==> src/rtl/instr_loader.sv <==
// Boot loader: receives a byte-stream program image, writes it word by word into the
// instruction store, zero-fills the tail and releases the CPU once the checksum matches.
module instr_loader #(
   parameter int DEPTH = 32,
   parameter int AW    = 5
) (
   input  logic          clk_i,
   input  logic          rst_n,
   input  logic          start_i,
   input  logic          byte_valid_i,
   input  logic [7:0]    byte_data_i,
   output logic          byte_ready_o,
   output logic          im_we_o,
   output logic [AW-1:0] im_addr_o,
   output logic [31:0]   im_wdata_o,
   output logic          cpu_rst_n_o,
   output logic          done_o,
   output logic          err_o
);

   localparam int AW1 = AW + 1;

   localparam logic [2:0] S_IDLE  = 3'd0;
   localparam logic [2:0] S_HDR   = 3'd1;
   localparam logic [2:0] S_DATA  = 3'd2;
   localparam logic [2:0] S_CKSUM = 3'd3;
   localparam logic [2:0] S_FILL  = 3'd4;
   localparam logic [2:0] S_DONE  = 3'd5;
   localparam logic [2:0] S_ERR   = 3'd6;

   localparam logic [AW:0] DEPTH_W = AW1'(DEPTH);
   localparam logic [7:0]  DEPTH_B = 8'(DEPTH);

   logic [2:0]  state;
   logic [AW:0] n_words;
   logic [AW:0] word_cnt;
   logic [AW:0] word_next;
   logic [1:0]  byte_cnt;
   logic [23:0] asm_word;
   logic [31:0] acc;
   logic [31:0] full_word;
   logic        fire;

   assign byte_ready_o = (state == S_HDR) || (state == S_DATA) || (state == S_CKSUM);
   assign fire         = byte_valid_i && byte_ready_o;
   assign full_word    = {byte_data_i, asm_word};
   assign word_next    = word_cnt + 1'b1;

   // Little-endian byte assembly shared by data words and the checksum word.
   always_ff @(posedge clk_i or negedge rst_n) begin
      if (!rst_n) begin
         byte_cnt <= '0;
         asm_word <= '0;
      end else if (fire && state == S_HDR) begin
         byte_cnt <= '0;
      end else if (fire) begin
         byte_cnt <= byte_cnt + 1'b1;
         case (byte_cnt)
            2'd0:    asm_word[7:0]   <= byte_data_i;
            2'd1:    asm_word[15:8]  <= byte_data_i;
            2'd2:    asm_word[23:16] <= byte_data_i;
            default: asm_word        <= asm_word;
         endcase
      end
   end

   always_ff @(posedge clk_i or negedge rst_n) begin
      if (!rst_n) begin
         state       <= S_IDLE;
         n_words     <= '0;
         word_cnt    <= '0;
         acc         <= '0;
         im_we_o     <= 1'b0;
         im_addr_o   <= '0;
         im_wdata_o  <= '0;
         cpu_rst_n_o <= 1'b0;
         done_o      <= 1'b0;
         err_o       <= 1'b0;
      end else begin
         im_we_o <= 1'b0;
         case (state)
            S_IDLE, S_DONE, S_ERR: begin
               if (start_i) begin
                  state       <= S_HDR;
                  done_o      <= 1'b0;
                  err_o       <= 1'b0;
                  cpu_rst_n_o <= 1'b0;
               end
            end
            S_HDR: begin
               if (fire) begin
                  if (byte_data_i != 8'd0 && byte_data_i <= DEPTH_B) begin
                     state    <= S_DATA;
                     n_words  <= byte_data_i[AW:0];
                     word_cnt <= '0;
                     acc      <= '0;
                  end else begin
                     state <= S_ERR;
                     err_o <= 1'b1;
                  end
               end
            end
            S_DATA: begin
               if (fire && byte_cnt == 2'd3) begin
                  im_we_o    <= 1'b1;
                  im_addr_o  <= word_cnt[AW-1:0];
                  im_wdata_o <= full_word;
                  acc        <= acc ^ full_word;
                  word_cnt   <= word_next;
                  if (word_next == n_words) begin
                     state <= S_CKSUM;
                  end
               end
            end
            // The first fill write is issued together with the checksum verdict.
            S_CKSUM: begin
               if (fire && byte_cnt == 2'd3) begin
                  if (full_word != acc) begin
                     state <= S_ERR;
                     err_o <= 1'b1;
                  end else if (n_words == DEPTH_W) begin
                     state       <= S_DONE;
                     done_o      <= 1'b1;
                     cpu_rst_n_o <= 1'b1;
                  end else begin
                     state      <= S_FILL;
                     im_we_o    <= 1'b1;
                     im_addr_o  <= word_cnt[AW-1:0];
                     im_wdata_o <= '0;
                     word_cnt   <= word_next;
                  end
               end
            end
            S_FILL: begin
               if (word_cnt == DEPTH_W) begin
                  state       <= S_DONE;
                  done_o      <= 1'b1;
                  cpu_rst_n_o <= 1'b1;
               end else begin
                  im_we_o    <= 1'b1;
                  im_addr_o  <= word_cnt[AW-1:0];
                  im_wdata_o <= '0;
                  word_cnt   <= word_next;
               end
            end
            default: state <= S_IDLE;
         endcase
      end
   end

endmodule

==> config.mk <==
export PLATFORM = sky130hd
export DESIGN_NAME = instr_loader
export DESIGN_NICKNAME = d
export VERILOG_FILES = /design/src/rtl/instr_loader.sv
export SDC_FILE = /design/constraint.sdc
export NUM_CORES = 1
export LEC_CHECK = 0
export CAP_MARGIN = 15
export CORE_ASPECT_RATIO = 1.75
export CORE_MARGIN = 2
export CORE_UTILIZATION = 60
export CTS_BUF_LIST = sky130_fd_sc_hd__clkbuf_4 sky130_fd_sc_hd__clkbuf_8 sky130_fd_sc_hd__clkbuf_16
export DETAILED_ROUTE_END_ITERATION = 8
export DONT_BUFFER_PORTS = 1
export HOLD_SLACK_MARGIN = 0.03
export PLACE_DENSITY = 0.76
export SYNTH_ARGS = -nofsm -noshare
export SYNTH_HDL_FRONTEND = slang
export SYNTH_SLANG_ARGS = --single-unit
==> constraint.sdc <==
create_clock -name clk_i -period 4.95 [get_ports clk_i]
set_input_delay 1.2375 -clock clk_i [delete_from_list [all_inputs] [get_ports clk_i]]
set_output_delay 1.2375 -clock clk_i [all_outputs]
set_load 0.01 [all_outputs]
==> summary.txt <==
Finish
  – Most common cell after layout, fill and taps aside: dfrtp_1
  – Area grow syn2layout: 10.53%
  – Fill count: 695
  – Area taken by multi-input logic gates: ~2600 µm²
  – Sequential Area: approximately 2800 µm²
  – Most frequent cells in the layout: dfrtp_1, nand2_1, o21ai_2
  – Nets: 550
  – Layout cells sized above 1: 0.2642
  – Number of inserted diodes: 0

Synthesis
  – Sequential area share after synthesis: 0.4979
  – Syn nets: 560
  – Mapped Area: between 5000 and 6000 µm²
  – Number of enable flip-flop cells after synthesis: 0
  – Synth async-reset ratio: 1.000
  – Synth Instances: 542
  – Synth Warn #: 0
  – Avg Cell Area, Syn: 10.48 µm²
  – Flops & latches, synth: around 110
  – Top FF cell, synth: dfrtp_1
  – Netlist cell types: 50

Global route
  – GR peak layer: met2
  – Initial antenna violation count: 0
  – Met1 Use GR: 0.3200
  – Pin count of the biggest net entering global routing: around 110
  – Met3 Use GR: 0.07981
  – Grt ovf: 0
  – Number of global-route vias before repair: roughly 4.2k
  – Global-route wire length before repair: around 22000 µm
  – Met2 GRT Util: 0.4633
  – Total track usage: 0.2743

Setup path
  – Slowest cell on crit path: and3b_1
  – Critical Path Source Type: input port
  – Critical Path AT: roughly 3.3 ns
  – CP Launch Point: byte_valid_i
  – CP delay by family, top: simple AND/OR/NAND/NOR gates
  – Worst setup EP type: flop
  – Crit Reg-Reg Startpoint: state[1]
  – Worst-path cell chain: and3b_1 > and3b_1 > buf_4 > and2b_4 > o21ai_0 > o21ai_0
  – Critical Path RT: around 5.2 ns
  – Crit path buf inv count: 1
  – Crit path largest cell delay: between 0.6 and 0.7 ns
  – Crit path kind: in2reg
  – Worst Path Max Fanout: 32

Floorplan
  – Std cell rows: 47
  – Total die area: ~10000 µm²
  – Initial Util: 0.6074
  – Core box area: about 9400 µm²
  – Num ports: 54
  – Die Ht: between 100 and 150 µm
  – Die width: between 70 and 80 µm

Detailed routing
  – Drt pass-1 iters: 4
  – Total wire length: around 13000 µm
  – Post-route ant nets: 0
  – Via count: between 4k and 5k
  – Vias per inst: slightly above 6
  – DR WL/cell: around 19 µm
  – Drt drc: 0
  – Starting DRT DRC Count: ~210

Clocking
  – Max Root-Sink Buffers: 2
  – Setup bufs post-CTS: 0
  – Clk sinks: between 100 and 150
  – TritonCTS buffer count: 17
  – Clk_lat worst skew: between 0.4 and 0.5 ns
  – Htree depth: 4
  – Post-cts sizing count: 0
  – Clock slew at reported path FFs: 0.06 ns
  – Hold Buf Count CTS: 0
  – Clock root cell: clkbuf_16
  – CTS tree: done

STA
  – Setup Viol. Count Final: 0
  – Hold slack: 0.5080 ns
  – Final TNS setup: 0 ns
  – Clock tree skew after final layout: just under 0.009 ns
  – Unrepaired setup endpoints after global routing: no
  – Final hold viol count: 0
  – Max Clk Rate: between 0.3 and 0.4 GHz
  – Final Slew Violations: 0
  – Slew HR: 0.5543
  – Setup ws final: just under 2 ns
  – Crit path time final: just under 3 ns
  – Final Cycle Share: 0.6030
  – Slew @ Worst Pin: approximately 0.67 ns

Place
  – Setup slack at placement: between 1.5 and 2 ns
  – Placer Congestion: about 0.86
  – DP HPWL: around 8600 µm
  – PortBufs: 0

Power and ir drop
  – PwrDens: 592.8 nW/µm²
  – Worst vdd ir: around 0.37 mV
  – Final Power: around 3.7 mW
  – Lkg Pwr: 2.884 nW

Hold path
  – Min-Delay Path Class: in2async

Run status
  – Status: complete, no violations

Job
  – Max-cap viol count: 0
-- synth_stat cells, types with 4 or more instances --
cell type / n / share of area
o21ai_2: 61 / 0.094
nor2b_1: 9 / 0.0099
buf_2: 9 / 0.0079
nand4_1: 8 / 0.0088
nor3_1: 8 / 0.0071
xnor2_1: 35 / 0.054
a21oi_1: 4 / 0.0035
nor2_1: 41 / 0.027
o21ai_0: 9 / 0.0079
nand3_1: 42 / 0.037
inv_1: 5 / 0.0033
mux2_2: 36 / 0.071
clkbuf_1: 18 / 0.012
ha_1: 6 / 0.013
nand2_1: 80 / 0.053
dfrtp_1: 113 / 0.50
-- where the power goes --
group	switching [mW]	total, mW	internal, mW
combinational	0.472	0.958	0.486
sequential	0.363	1.55	1.18
clock	0.424	1.22	0.793
-- layer usage --
metal	wire, µm	part of all wire
met5	0	0
met2	6799	0.52
met1	5119	0.39
met4	450	0.035
met3	620	0.048
-- final timing paths --
path | cells past startpoint | to | slack [ns]
min | 0 | im_addr_o[0] | 0.51
min in group clk_i | 1 | acc[24] | 0.51
min reg2reg | 1 | acc[24] | 0.51
max reg2reg | 6 | acc[1] | 2.06
max in group asynchronous | 0 | acc[7] | 4.26
max | 6 | acc[1] | 1.97
-- flip-flops by register name, summed over array words and instances, names as in the netlist --
signal and cells:
byte_cnt 2, acc 32, im_wdata_o 32, state 3
err_o 1, n_words 6, im_addr_o 5, asm_word 24
im_we_o 1, done_o 1, word_cnt 6
-- kinds of logic after synthesis --
group / synth area share
flip-flops: 0.4979
buffers and inverters: 0.03833
XOR/XNOR: 0.06257
multiplexers: 0.07138
adder cells (fa/ha/maj): 0.01322
AO/OA/AOI/OAI: 0.1421
AND/OR/NAND/NOR: 0.1745
-- layout make-up --
class                           count  share of cell area
Clock buffer                       22             0.07774
Clock inverter                     10             0.01714
Inverter                            6            0.003588
Multi-Input combinational cell    390              0.4220
Sequential cell                   113              0.4505
Tap cell                          122             0.02432
Timing Repair Buffer                4            0.004784
-- through the flow --
step                instance area (µm²)  instances  utilization
floorplan                          5679        542            -
global placement                   5682        635       0.6077
detailed placement                 5682        635       0.6077
CTS                                6277        667       0.6714
global route                       6277        667       0.6714
finish                             6277        667       0.6714
Power figures use the tool's default switching activity.
